<file path="config.mk">
export PLATFORM = sky130hd
export DESIGN_NAME = mem_arbiter_flat
export DESIGN_NICKNAME = d
export VERILOG_FILES = /design/src/rtl/mem_arbiter_if.sv /design/src/rtl/mem_arbiter.sv /design/src/flat_wrapper.sv
export SDC_FILE = /design/constraint.sdc
export NUM_CORES = 1
export LEC_CHECK = 0
export CAP_MARGIN = 40
export CORE_MARGIN = 3
export CORE_UTILIZATION = 45
export DETAILED_ROUTE_END_ITERATION = 10
export PLACE_DENSITY = 0.81
export SYNTH_ARGS = -nofsm -noshare
export SYNTH_HDL_FRONTEND = slang
export SYNTH_SLANG_ARGS = --single-unit
export TNS_END_PERCENT = 30
</file>
<file path="constraint.sdc">
create_clock -name clk -period 3.7 [get_ports clk]
set_input_delay 0.555 -clock clk [delete_from_list [all_inputs] [get_ports clk]]
set_output_delay 0.555 -clock clk [all_outputs]
set_load 0.01 [all_outputs]
</file>
<file path="src/rtl/mem_arbiter_if.sv">
// Bus bundle between the fetch/data requesters, the memory arbiter and the byte-wide RAM.
// slave = arbiter side, master = requester/RAM side.
interface mem_arbiter_if;
   logic        if_req;
   logic [31:0] if_addr;
   logic [31:0] if_rdata;
   logic        if_done;
   logic        if_stall;

   logic        mem_req;
   logic        mem_we;
   logic [3:0]  mem_sel;
   logic [31:0] mem_addr;
   logic [31:0] mem_wdata;
   logic [31:0] mem_rdata;
   logic        mem_done;
   logic        mem_stall;

   logic [31:0] ram_addr;
   logic        ram_we;
   logic [7:0]  ram_wdata;
   logic [7:0]  ram_rdata;

   modport slave (
      input  if_req, if_addr,
      output if_rdata, if_done, if_stall,
      input  mem_req, mem_we, mem_sel, mem_addr, mem_wdata,
      output mem_rdata, mem_done, mem_stall,
      output ram_addr, ram_we, ram_wdata,
      input  ram_rdata
   );

   modport master (
      output if_req, if_addr,
      input  if_rdata, if_done, if_stall,
      output mem_req, mem_we, mem_sel, mem_addr, mem_wdata,
      input  mem_rdata, mem_done, mem_stall,
      input  ram_addr, ram_we, ram_wdata,
      output ram_rdata
   );
endinterface

</file>
<file path="src/rtl/mem_arbiter.sv">
// Arbitrates fetch and data word accesses onto a single-port byte RAM, one byte per cycle.
// Optional macro ARB_WRITE_SKIP_EN: stores visit only the byte lanes whose sel bit is set.
module mem_arbiter (
   input  logic         clk,
   input  logic         rst,
   mem_arbiter_if.slave bus
);

   localparam logic [1:0] IDLE  = 2'd0;
   localparam logic [1:0] READ  = 2'd1;
   localparam logic [1:0] WRITE = 2'd2;
   localparam logic [1:0] DONE  = 2'd3;

   localparam logic OWN_IF  = 1'b0;
   localparam logic OWN_MEM = 1'b1;

   logic [1:0]  state_q, state_d;
   logic [2:0]  cnt_q, cnt_d;
   logic        owner_q, owner_d;
   logic [31:0] base_q, base_d;
   logic        we_q, we_d;
   logic [3:0]  sel_q, sel_d;
   logic [31:0] wdata_q, wdata_d;
   logic [31:0] if_rdata_q, if_rdata_d;
   logic [31:0] mem_rdata_q, mem_rdata_d;

   logic [1:0]  lane;
   logic [7:0]  wdata_lane [4];

   genvar gi;
   generate
      for (gi = 0; gi < 4; gi++) begin : g_lane
         assign wdata_lane[gi] = wdata_q[8*gi +: 8];
      end
   endgenerate

`ifdef ARB_WRITE_SKIP_EN
   // Lowest set lane at or above 'from'; 4 means no lane left.
   function automatic logic [2:0] next_lane(input logic [3:0] sel, input logic [2:0] from);
      logic [2:0] res;
      res = 3'd4;
      for (int i = 3; i >= 0; i--) begin
         if (sel[i] && (3'(i) >= from)) res = 3'(i);
      end
      return res;
   endfunction

   logic [2:0] first_lane;
   logic [2:0] following_lane;
   assign first_lane     = next_lane(bus.mem_sel, 3'd0);
   assign following_lane = next_lane(sel_q, cnt_q + 3'd1);
`endif

   // Byte lane captured on this edge is the one addressed in the previous cycle.
   assign lane = cnt_q[1:0] - 2'd1;

   always_comb begin
      state_d     = state_q;
      cnt_d       = cnt_q;
      owner_d     = owner_q;
      base_d      = base_q;
      we_d        = we_q;
      sel_d       = sel_q;
      wdata_d     = wdata_q;
      if_rdata_d  = if_rdata_q;
      mem_rdata_d = mem_rdata_q;
      case (state_q)
         IDLE: begin
            if (bus.mem_req) begin
               owner_d = OWN_MEM;
               base_d  = {bus.mem_addr[31:2], 2'b00};
               we_d    = bus.mem_we;
               sel_d   = bus.mem_sel;
               wdata_d = bus.mem_wdata;
               cnt_d   = 3'd0;
               state_d = bus.mem_we ? WRITE : READ;
`ifdef ARB_WRITE_SKIP_EN
               if (bus.mem_we && (first_lane != 3'd4)) cnt_d = first_lane;
`endif
            end else if (bus.if_req) begin
               owner_d = OWN_IF;
               base_d  = {bus.if_addr[31:2], 2'b00};
               we_d    = 1'b0;
               cnt_d   = 3'd0;
               state_d = READ;
            end
         end
         READ: begin
            if (cnt_q != 3'd0) begin
               if (owner_q == OWN_MEM) mem_rdata_d[{lane, 3'b000} +: 8] = bus.ram_rdata;
               else                    if_rdata_d[{lane, 3'b000} +: 8]  = bus.ram_rdata;
            end
            if (cnt_q == 3'd4) begin
               state_d = DONE;
               cnt_d   = 3'd0;
            end else begin
               cnt_d = cnt_q + 3'd1;
            end
         end
         WRITE: begin
`ifdef ARB_WRITE_SKIP_EN
            if (following_lane == 3'd4) begin
               state_d = DONE;
               cnt_d   = 3'd0;
            end else begin
               cnt_d = following_lane;
            end
`else
            if (cnt_q == 3'd3) begin
               state_d = DONE;
               cnt_d   = 3'd0;
            end else begin
               cnt_d = cnt_q + 3'd1;
            end
`endif
         end
         default: begin
            state_d = IDLE;
            cnt_d   = 3'd0;
         end
      endcase
   end

   always_ff @(posedge clk) begin
      if (rst) begin
         state_q     <= IDLE;
         cnt_q       <= 3'd0;
         owner_q     <= OWN_IF;
         base_q      <= 32'd0;
         we_q        <= 1'b0;
         sel_q       <= 4'd0;
         wdata_q     <= 32'd0;
         if_rdata_q  <= 32'd0;
         mem_rdata_q <= 32'd0;
      end else begin
         state_q     <= state_d;
         cnt_q       <= cnt_d;
         owner_q     <= owner_d;
         base_q      <= base_d;
         we_q        <= we_d;
         sel_q       <= sel_d;
         wdata_q     <= wdata_d;
         if_rdata_q  <= if_rdata_d;
         mem_rdata_q <= mem_rdata_d;
      end
   end

   // The cnt=4 READ cycle only collects the last byte, so the RAM bus is parked then.
   assign bus.ram_addr  = ((state_q == WRITE) || ((state_q == READ) && (cnt_q != 3'd4)))
                          ? {base_q[31:2], cnt_q[1:0]} : 32'd0;
   assign bus.ram_we    = (state_q == WRITE) && sel_q[cnt_q[1:0]];
   assign bus.ram_wdata = (state_q == WRITE) ? wdata_lane[cnt_q[1:0]] : 8'd0;

   assign bus.if_rdata  = if_rdata_q;
   assign bus.mem_rdata = mem_rdata_q;
   assign bus.if_done   = (state_q == DONE) && (owner_q == OWN_IF);
   assign bus.mem_done  = (state_q == DONE) && (owner_q == OWN_MEM);
   assign bus.if_stall  = bus.if_req & ~bus.if_done;
   assign bus.mem_stall = bus.mem_req & ~bus.mem_done;

   logic unused_bits;
   assign unused_bits = ^{bus.if_addr[1:0], bus.mem_addr[1:0], base_q[1:0], we_q};

endmodule

</file>
<file path="src/flat_wrapper.sv">
// flat-port wrapper written by rule: the top's interface ports become plain ports
module mem_arbiter_flat 
  (clk, rst, bus_if_req, bus_if_addr, bus_if_rdata, bus_if_done, bus_if_stall, bus_mem_req, bus_mem_we, bus_mem_sel, bus_mem_addr, bus_mem_wdata, bus_mem_rdata, bus_mem_done, bus_mem_stall, bus_ram_addr, bus_ram_we, bus_ram_wdata, bus_ram_rdata);
  mem_arbiter_if bus_i ();
  input  logic clk;
  input  logic rst;
  input wire logic [$bits(bus_i.if_req)-1:0] bus_if_req;
  input wire logic [$bits(bus_i.if_addr)-1:0] bus_if_addr;
  output wire logic [$bits(bus_i.if_rdata)-1:0] bus_if_rdata;
  output wire logic [$bits(bus_i.if_done)-1:0] bus_if_done;
  output wire logic [$bits(bus_i.if_stall)-1:0] bus_if_stall;
  input wire logic [$bits(bus_i.mem_req)-1:0] bus_mem_req;
  input wire logic [$bits(bus_i.mem_we)-1:0] bus_mem_we;
  input wire logic [$bits(bus_i.mem_sel)-1:0] bus_mem_sel;
  input wire logic [$bits(bus_i.mem_addr)-1:0] bus_mem_addr;
  input wire logic [$bits(bus_i.mem_wdata)-1:0] bus_mem_wdata;
  output wire logic [$bits(bus_i.mem_rdata)-1:0] bus_mem_rdata;
  output wire logic [$bits(bus_i.mem_done)-1:0] bus_mem_done;
  output wire logic [$bits(bus_i.mem_stall)-1:0] bus_mem_stall;
  output wire logic [$bits(bus_i.ram_addr)-1:0] bus_ram_addr;
  output wire logic [$bits(bus_i.ram_we)-1:0] bus_ram_we;
  output wire logic [$bits(bus_i.ram_wdata)-1:0] bus_ram_wdata;
  input wire logic [$bits(bus_i.ram_rdata)-1:0] bus_ram_rdata;
  assign bus_i.if_req = bus_if_req;
  assign bus_i.if_addr = bus_if_addr;
  assign bus_if_rdata = bus_i.if_rdata;
  assign bus_if_done = bus_i.if_done;
  assign bus_if_stall = bus_i.if_stall;
  assign bus_i.mem_req = bus_mem_req;
  assign bus_i.mem_we = bus_mem_we;
  assign bus_i.mem_sel = bus_mem_sel;
  assign bus_i.mem_addr = bus_mem_addr;
  assign bus_i.mem_wdata = bus_mem_wdata;
  assign bus_mem_rdata = bus_i.mem_rdata;
  assign bus_mem_done = bus_i.mem_done;
  assign bus_mem_stall = bus_i.mem_stall;
  assign bus_ram_addr = bus_i.ram_addr;
  assign bus_ram_we = bus_i.ram_we;
  assign bus_ram_wdata = bus_i.ram_wdata;
  assign bus_i.ram_rdata = bus_ram_rdata;
  mem_arbiter u_core (.clk(clk), .rst(rst), .bus(bus_i));
endmodule
</file>
==> summary.md, run 1 <==
| Metric | Value |
|---|---|
| Status | finished, final reports clean |
| Worst-path clk slew | 0.06 ns |
| Hold Crit Class | reg2reg |
| Setup Fix Bufs, Post-CTS | 0 |
| Core area | 13,300 sq um |
| GP Congestion | 0.815 |
| DRT Pass-1 Iters | 4 |
| Final min period | 3.37 ns |
| Pint | 3.34 mW |
| Crit end category | output pin |
| Tcrit/Tclk final | 91.1% |
| Top cells by area, synth | dfxtp_1, mux2i_1, nand2_1 |
| CTS Hold Buffers Added | 0 |
| Crit path kind | reg2out |
| Register bit total from synthesis | 136 |
| Initial Utilization | 46.2% |
| P_sw | 1.40 mW |
| Relative slew margins | 43.4% |
| Final #Nets | 1,008 |
| Filler cells | 1,081 |
| Max-slew violations | 0 |
| Logic pwr share | 26.8% |
| Routed vias | 5,460 |
| CTS sink cnt | 136 |
| Root buf cell | clkbuf_16 |
| Syn Inst Count | 681 |
| Sequential Power Share | 37.3% |
| Setup violators final | 0 |
| Maxcap violations | 0 |
| Iteration-0 DRC Markers | 415 |
| Post-DRT Antenna Nets | 0 |
| CTS Buf Count | 17 |
| First-pass GRT wire length | 25,600 um |
| Slew @ Worst Pin | 0.848 ns |
| Synth Cell Area | 6140 sq um |
| Sw Ratio | 29.5% |
| Die width | 123 um |
| Register area share after synthesis | 44.4% |
| I/O pin count | 222 |
| Final hold violation count | 0 |
| Mapped Nets | 806 |
| Area delta synth->final | 47.1% |
| Post-CTS resize count | 0 |
| Routed WL | 16,300 um |
| Avg WL per Cell | 15.2 um |
| Post-Place Cell Area | 8430 sq um |
| IO buf count | 217 |
| Layout cell share with drive strength beyond 1 | 7.37% |
| Core Rows | 42 |
| Leak | 3.50 nW |
| Final instance area | 9030 sq um |
| CP max FO | 20 |
| Fmax | 297 MHz |
| Hpwl dp | 11,700 um |
| DIE AREA | 15,100 sq um |
| Synth cell types | 36 |
| Initial antenna violation count | 0 |
| DIE HEIGHT | 123 um |
| RSZ-0062 raised after global routing | no |
| TritonCTS clock tree | yes |
| Worst EP arrival | 2.82 ns |
| Syn avg cell area | 9.01 sq um |
| H-Tree Level Count | 4 |
| Peak supply drop | 328 uV |
| Antenna cells | 0 |
| Post-route setup TNS | 0 ns |
| Vias in the first global route | 5,071 |
| Required time of the critical path | 3.14 ns |
| GRT Util Overall | 21.8% |
| Finished Core Util | 67.9% |
| Yosys top cell by area | dfxtp_1 |
| Vias per inst | 5.09 |
| Clk_lat worst skew | 0.42 ns |
| DRC | 0 |
| Global route total overflow | 0 |
| Worst-case clock buffer depth | 2 |
| Synth warn | 0 |
| CP startpoint kind | register |
| Final clock skew | 0.00516 ns |
| Pwr dens | 525 nW/um^2 |
| Pin count of the biggest net entering global routing | 94 |
| Top-area cell type share of the netlist area | 44.4% |
| Clock power frac | 35.9% |
power groups by stage:
stage	sequential (mW)	combinational (mW)	clock [mW]
after floorplan	1.77	0.800	0
after global placement	1.79	1.23	0
after detailed placement	1.80	1.27	0
after CTS	1.77	1.28	1.73
after global routing	1.79	1.41	1.79
final	1.77	1.27	1.70
worst max-delay path, stage by stage (launching register included):
cell and delay, ns:
dfxtp_1 0.35, inv_1 0.09, ha_1 0.26, a21boi_2 0.21, nor2_2 0.66, buf_4 0.30
nor2b_1 0.06, clkdlybuf4s50_1 0.48
flip-flops by register name, indices dropped and copies added, names as in the netlist:
register,count
u_core.bus.if_rdata,32
u_core.bus.mem_rdata,32
u_core.wdata_q,32
u_core.base_q,30
u_core.sel_q,4
u_core.cnt_q,3
u_core.state_q,2
u_core.owner_q,1
path summary, 6_finish.rpt:
kind | startpoint | endpoint | slack, ns | depth (start not counted)
max reg2reg | u_core.state_q[0] | u_core.base_q[19] | 1.58 | 6
min | u_core.wdata_q[27] | u_core.wdata_q[27] | 0.46 | 2
min reg2reg | u_core.wdata_q[27] | u_core.wdata_q[27] | 0.46 | 2
max | u_core.state_q[1] | bus_ram_addr[17] | 0.33 | 7
cell type report:
type                            instances  area, sq um  area share, %
Clock buffer                           19          443           4.91
Clock inverter                         13          154           1.70
Inverter                               24         90.1          0.998
Multi-Input combinational cell        476         3110           34.5
Sequential cell                       136         2720           30.2
Tap cell                              176          220           2.44
Timing Repair Buffer                  228         2290           25.3
per-layer routing:
| metal | wire [um] | vias to the layer above | GRT usage (%) | share of wire, % |
|---|---|---|---|---|
| met1 | 6850 | 2501 | 28.0 | 42 |
| met2 | 7800 | 206 | 34.7 | 48 |
| met4 | 377 | 0 | 8.54 | 2.3 |
| met3 | 1310 | 28 | 6.13 | 8.0 |
| met5 | 0 | - | 0 | 0 |
| li1 | - | 2725 | - | - |
placed cells by master (no fill, tap or decap), drive strengths merged:
cell type      synthesis  layout
mux2                   1       1
nor2b                 41      41
or3                    1       1
nand2b                42      42
clkinvlp               0       1
inv                   24      24
mux4                   9       9
a211oi                30      30
nor3b                  2       2
o31ai                  1       1
clkbuf                18      19
o2111ai                1       1
ha                    12      12
nor4                   1       1
nor3                   3       3
dfxtp                136     136
o32ai                 16      16
o21ai                  2       2
a31oi                  1       1
mux2i                 62      62
nand4                  1       1
nand3                 18      18
bufinv                 0       3
a21oi                 56      56
nor2                  38      38
and2b                  3       3
a21boi                 1       1
clkdlybuf4s50          0     215
buf                   27      13
and4                   1       1
and3                   2       2
nand2                117     117
clkinv                 0       9
and2                  13      13
a22o                   1       1
synthesized netlist by cell type:
cell and count:
a211oi_1 30, a21boi_2 1, a21oi_1 56, a22o_1 1, a31oi_1 1, and2_1 13, and2b_1 3, and3_4 2
and4_1 1, buf_1 1, buf_2 21, buf_4 2, buf_6 3, clkbuf_1 18, dfxtp_1 136, ha_1 12
inv_1 24, mux2_1 1, mux2i_1 62, mux4_2 9, nand2_1 113, nand2_2 4, nand2b_1 42, nand3_1 18
nand4_1 1, nor2_1 37, nor2_4 1, nor2b_1 41, nor3_1 3, nor3b_2 2, nor4_4 1, o2111ai_1 1
o21ai_0 2, o31ai_1 1, o32ai_1 16, or3_1 1
cell families (layout without fill, tap and decap cells):
logic type | count (synthesis) | after routing | synth area share [%]
simple gates | 283 | 283 | 23.1
flops | 136 | 136 | 44.4
compound gates | 109 | 109 | 11.4
mux | 72 | 72 | 13.6
buf+inv | 69 | 284 | 5.14
fa+ha+maj | 12 | 12 | 2.45
through the flow:
stage | power, mW | hold slack [ns] | cells | worst slack (ns)
floorplan | 2.57 | 0.433 | 681 | 1.46
global placement | 3.02 | 0.441 | 1038 | 0.776
detailed placement | 3.07 | 0.447 | 1040 | 0.743
CTS | 4.77 | 0.455 | 1072 | 0.288
global route | 5.00 | 0.464 | 1072 | 0.112
finish | 4.74 | 0.456 | 1072 | 0.330
Power figures use the tool's default switching activity.
==> inputs of run 2 (changes only) <==
- GPL_TIMING_DRIVEN: not set -> 0
==> run 2 against run 1 <==
Die area unchanged. Critical endpoint is now bus_ram_addr[10]. Routed wire length grew 6.9%. Clock skew grew 0.0029 ns. Cell area up 1.2%. Register-to-register slack worse by 0.13 ns. Sequential power hardly changed. Hold slack worse by 0.00057 ns. Total power grew 0.93%. Largest cell class unchanged. Combinational power barely moved. Sequential cell count unchanged. Non-clock buffer count is 33 higher. Maximum frequency fell by 4.2%.
==> summary.md, run 2 (synthesized netlist as in run 1, its figures left out) <==
| Metric | Value |
|---|---|
| Final instance area | 9140 sq um (was 9030 sq um) |
| Avg WL per Cell | 15.8 um (was 15.2 um) |
| Slew @ Worst Pin | 0.555 ns (was 0.848 ns) |
| Root buf cell | clkbuf_16 (unchanged) |
| CP startpoint | u_core.cnt_q[1] (was u_core.state_q[1]) |
| Antenna cells | 0 (unchanged) |
| Worst-case clock buffer depth | 2 (unchanged) |
| Worst-path clk slew | 0.06 ns (about the same) |
| Vias per inst | 5.13 (was 5.09) |
| Routed WL | 17,500 um (was 16,300 um) |
| Setup violators final | 0 (unchanged) |
| Final clock skew | 0.00806 ns (was 0.00516 ns) |
| CTS sink cnt | 136 (unchanged) |
| Crit end category | output pin (unchanged) |
| Post-CTS resize count | 0 (unchanged) |
| Layout cell share with drive strength beyond 1 | 8.50% (was 7.37%) |
| IO buf count | 216 (was 217) |
| Area delta synth->final | 48.8% (was 47.1%) |
| Global route total overflow | 0 (unchanged) |
| CP startpoint kind | register (unchanged) |
| Commonest cells after routing, fill and taps aside | clkdlybuf4s50_1, dfxtp_1, nand2_1 (unchanged) |
| Required time of the critical path | 3.14 ns (about the same) |
| FF-to-FF End | u_core.bus.if_rdata[15] (was u_core.base_q[19]) |
| Post-route setup TNS | 0 ns (unchanged) |
| Pre-CTS setup slack | 0.573 ns (was 0.743 ns) |
| Post-DRT Antenna Nets | 0 (unchanged) |
| Final #Nets | 1,041 (was 1,008) |
| Pwr dens | 524 nW/um^2 (was 525 nW/um^2) |
| Vias in the first global route | 5,375 (was 5,071) |
| GRT Util Overall | 23.1% (was 21.8%) |
| CTS Buf Count | 17 (unchanged) |
| DIE AREA | 15,100 sq um (unchanged) |
| CP max FO | 10 (was 20) |
| Leak | 3.56 nW (was 3.50 nW) |
| First-pass GRT wire length | 26,900 um (was 25,600 um) |
| R2r setup slk | 1.45 ns (was 1.58 ns) |
| Clk_lat worst skew | 0.42 ns (about the same) |
| Setup Fix Bufs, Post-CTS | 0 (unchanged) |
| Setup ws final | 0.183 ns (was 0.330 ns) |
| Crit path kind | reg2out (unchanged) |
| Min Hold Slack | 0.455 ns (was 0.456 ns) |
| Worst reg2reg startpoint | u_core.cnt_q[1] (was u_core.state_q[0]) |
| DIE HEIGHT | 123 um (unchanged) |
| Fmax | 284 MHz (was 297 MHz) |
| Worst Reg2Reg Path Length in Cells | 6 (unchanged) |
| Hold Crit Class | reg2reg (unchanged) |
| DRC | 0 (unchanged) |
| DRT Pass-1 Iters | 4 (unchanged) |
| Worst EP arrival | 2.96 ns (was 2.82 ns) |
| Initial antenna violation count | 0 (unchanged) |
| Maxcap violations | 0 (unchanged) |
| Most common cell after layout, fill and taps aside | clkdlybuf4s50_1 (unchanged) |
| Peak supply drop | 352 uV (was 328 uV) |
| Relative slew margins | 62.8% (was 43.4%) |
| Worst setup endpoint | bus_ram_addr[10] (was bus_ram_addr[17]) |
| RSZ-0062 raised after global routing | no (unchanged) |
| Core Rows | 42 (unchanged) |
| WHS Path Cells | 2 (unchanged) |
| Max-slew violations | 0 (unchanged) |
| Final hold violation count | 0 (unchanged) |
| Die width | 123 um (unchanged) |
| H-Tree Level Count | 4 (unchanged) |
| GP Congestion | 0.819 (was 0.815) |
| Post-Place Cell Area | 8520 sq um (was 8430 sq um) |
| Core area | 13,300 sq um (unchanged) |
| CTS Hold Buffers Added | 0 (unchanged) |
| Routed vias | 5,673 (was 5,460) |
| Total power draw | 4.78 mW (was 4.74 mW) |
| Hpwl dp | 13,300 um (was 11,700 um) |
| Iteration-0 DRC Markers | 327 (was 415) |
| Final min period | 3.52 ns (was 3.37 ns) |
| Initial Utilization | 46.2% (unchanged) |
| Tcrit/Tclk final | 95.0% (was 91.1%) |
| TritonCTS clock tree | yes (unchanged) |
| Filler cells | 1,111 (was 1,081) |
| I/O pin count | 222 (unchanged) |
| Pin count of the biggest net entering global routing | 17 (was 94) |
| Status | finished, final reports clean (unchanged) |
run 2: area by class of cell:
class	instances	area (sq um)	area share, %
multi-input combinational	476	3100	33.9
sequential	136	2720	29.8
timing repair buffer	216	2160	23.7
clock buffer	22	494	5.41
buffer	45	229	2.51
tap	176	220	2.41
clock inverter	10	116	1.27
inverter	24	90.1	0.986
run 2: layer usage:
metal	GRT usage [%]	wire length, um	vias up
met5	0	0	-
met4	10.6	526	0
met3	6.45	1220	35
met2	37.4	8340	196
met1	28.6	7370	2654
li1	-	-	2788
run 2: worst min-delay path by stage:
stage | slack [ns] | to | from
2_1_floorplan | 0.43 | u_core.sel_q[2] | u_core.sel_q[2]
3_3_place_gp | 0.44 | u_core.wdata_q[29] | u_core.wdata_q[29]
3_5_place_dp | 0.45 | u_core.wdata_q[17] | u_core.wdata_q[17]
4_1_cts | 0.45 | u_core.wdata_q[17] | u_core.wdata_q[17]
5_1_grt | 0.47 | u_core.wdata_q[31] | u_core.wdata_q[31]
6_report | 0.46 | u_core.wdata_q[17] | u_core.wdata_q[17]
run 2: per-stage QoR:
stage	cells	util, %
after floorplan	681	-
after global placement	1073	64.1
after detailed placement	1073	64.1
after CTS	1105	68.7
after global routing	1105	68.7
final	1105	68.7
run 2: worst max-delay path, cell delays in order, from the launching register on:
cell             delay (ns)
dfxtp_1                0.37
clkbuf_4               0.24
inv_1                  0.15
ha_1                   0.25
a21boi_2               0.10
nor2_1                 0.30
clkbuf_1               0.42
and2b_1                0.24
clkdlybuf4s50_1        0.47
run 2: power breakdown:
group          total [mW]  internal, mW  switching, mW
Combinational        1.29         0.599          0.693
Clock                1.72          1.08          0.634
Sequential           1.77          1.67          0.107
Total                4.78          3.35           1.44
==> inputs of run 3 (changes only) <==
- CORE_UTILIZATION: 45 -> 49
- PLACE_DENSITY: 0.81 -> 0.87
==> run 3 against run 2 <==
Global-route usage rose by 2.2 points. Cell area decreased by 0.47%. First-iteration DRC count increased by 47%. Die area decreased by 7.8%.
==> summary.md, run 3 (synthesized netlist as in run 1, its figures left out) <==
| Metric | Value |
|---|---|
| Global route total overflow | 0 (unchanged) |
| Initial Utilization | 50.7% (was 46.2%) |
| Core Rows | 40 (was 42) |
| GRT Util Overall | 25.3% (was 23.1%) |
| Pre-CTS setup slack | 0.546 ns (was 0.573 ns) |
| Final clock skew | 0.00953 ns (was 0.00806 ns) |
| Hpwl dp | 13,700 um (was 13,300 um) |
| Crit end category | output pin (unchanged) |
| Crit path kind | reg2out (unchanged) |
| Maxcap violations | 0 (unchanged) |
| R2r setup slk | 1.46 ns (was 1.45 ns) |
| Total power draw | 4.73 mW (was 4.78 mW) |
| GP Congestion | 0.852 (was 0.819) |
| Finished Core Util | 75.1% (was 68.7%) |
| Status | finished, final reports clean (unchanged) |
| Most common cell after layout, fill and taps aside | clkdlybuf4s50_1 (unchanged) |
| Pwr dens | 520 nW/um^2 (was 524 nW/um^2) |
| Cell total after placement | 1,065 (was 1,073) |
| Final #Nets | 1,041 (unchanged) |
| CTS sink cnt | 136 (unchanged) |
| Setup ws final | 0.158 ns (was 0.183 ns) |
| H-Tree Level Count | 4 (unchanged) |
| CTS Buf Count | 17 (unchanged) |
| Pin count of the biggest net entering global routing | 17 (unchanged) |
| Post-route setup TNS | 0 ns (unchanged) |
| Hold Crit Class | reg2reg (unchanged) |
| Cell Count, Final, Fillers Out | 1,097 (was 1,105) |
| Avg WL per Cell | 16.4 um (was 15.8 um) |
| Worst-case clock buffer depth | 2 (unchanged) |
| Routed WL | 18,000 um (was 17,500 um) |
| Leak | 3.55 nW (was 3.56 nW) |
| First-pass GRT wire length | 28,400 um (was 26,900 um) |
| TritonCTS clock tree | yes (unchanged) |
| Initial antenna violation count | 0 (unchanged) |
| DIE HEIGHT | 118 um (was 123 um) |
| Final instance area | 9090 sq um (was 9140 sq um) |
| Area delta synth->final | 48.1% (was 48.8%) |
| Worst Reg2Reg Path Length in Cells | 6 (unchanged) |
| Setup violators final | 0 (unchanged) |
| DIE AREA | 13,900 sq um (was 15,100 sq um) |
| Post-Place Cell Area | 8510 sq um (was 8520 sq um) |
| RSZ-0062 raised after global routing | yes (was no) |
| Layout cell share with drive strength beyond 1 | 8.50% (unchanged) |
| Min Hold Slack | 0.456 ns (was 0.455 ns) |
| Clk_lat worst skew | 0.42 ns (about the same) |
| Required time of the critical path | 3.14 ns (about the same) |
| Commonest cells after routing, fill and taps aside | clkdlybuf4s50_1, dfxtp_1, nand2_1 (unchanged) |
| I/O pin count | 222 (unchanged) |
| Vias per inst | 5.21 (was 5.13) |
| Post-DRT Antenna Nets | 0 (unchanged) |
| Core area | 12,100 sq um (was 13,300 sq um) |
| CP startpoint kind | register (unchanged) |
| Slew @ Worst Pin | 0.623 ns (was 0.555 ns) |
| Die width | 118 um (was 123 um) |
| Antenna cells | 0 (unchanged) |
| Worst-path clk slew | 0.06 ns (about the same) |
| Setup Fix Bufs, Post-CTS | 0 (unchanged) |
| Max-slew violations | 0 (unchanged) |
| Vias in the first global route | 5,618 (was 5,375) |
| Tcrit/Tclk final | 95.7% (was 95.0%) |
| Final min period | 3.54 ns (was 3.52 ns) |
| Worst EP arrival | 2.99 ns (was 2.96 ns) |
| CP max FO | 10 (unchanged) |
| Peak supply drop | 321 uV (was 352 uV) |
| WHS Path Cells | 2 (unchanged) |
| Final hold violation count | 0 (unchanged) |
| Fmax | 282 MHz (was 284 MHz) |
| DRC | 0 (unchanged) |
| Root buf cell | clkbuf_16 (unchanged) |
| Routed vias | 5,717 (was 5,673) |
| DRT Pass-1 Iters | 5 (was 4) |
| IO buf count | 216 (unchanged) |
| Iteration-0 DRC Markers | 481 (was 327) |
| Relative slew margins | 58.3% (was 62.8%) |
run 3: what timing repair did:
item / CTS / global route
endpoints found under the setup margin: 0 / 8
resized for setup: 0 / 3
hold buffers: 0 / 0
hold endpoints to repair: 0 / 0
run 3: critical path: stages, from the launching register on:
cell and delay (ns):
dfxtp_1 0.37, clkbuf_4 0.23, inv_1 0.15, ha_1 0.25
a21boi_2 0.11, nor2_1 0.33, clkbuf_1 0.42, and2b_1 0.23
clkdlybuf4s50_1 0.48
run 3: where the power goes:
part	switching (mW)	internal (mW)	leakage, nW
combinational	0.712	0.599	2.15
clock	0.740	0.898	0.286
sequential	0.112	1.67	1.11
total	1.56	3.16	3.55
run 3: path summary, 6_finish.rpt:
check                                   startpoint                        to
worst max-delay path               u_core.cnt_q[1]          bus_ram_addr[10]
worst min-delay path            u_core.wdata_q[15]        u_core.wdata_q[15]
worst max register to register     u_core.cnt_q[1]  u_core.bus.mem_rdata[14]
worst min register to register  u_core.wdata_q[15]        u_core.wdata_q[15]
run 3: routing by layer:
layer / track usage [%] / vias up / part of all wire, %
met5: 0 / - / 0
met4: 7.18 / 0 / 1.6
met3: 8.22 / 23 / 7.5
met2: 44.7 / 212 / 51
met1: 29.2 / 2692 / 40
li1: - / 2790 / -
run 3: cell type report:
cell class / count / area (sq um)
plain buffers: 45 / 229
clock buffers: 17 / 425
clock inverters: 15 / 153
fillers: 946 / 3020
inverters: 24 / 90.1
multi-input cells: 476 / 3100
flip-flops and latches: 136 / 2720
well taps: 168 / 210
repair buffers: 216 / 2160
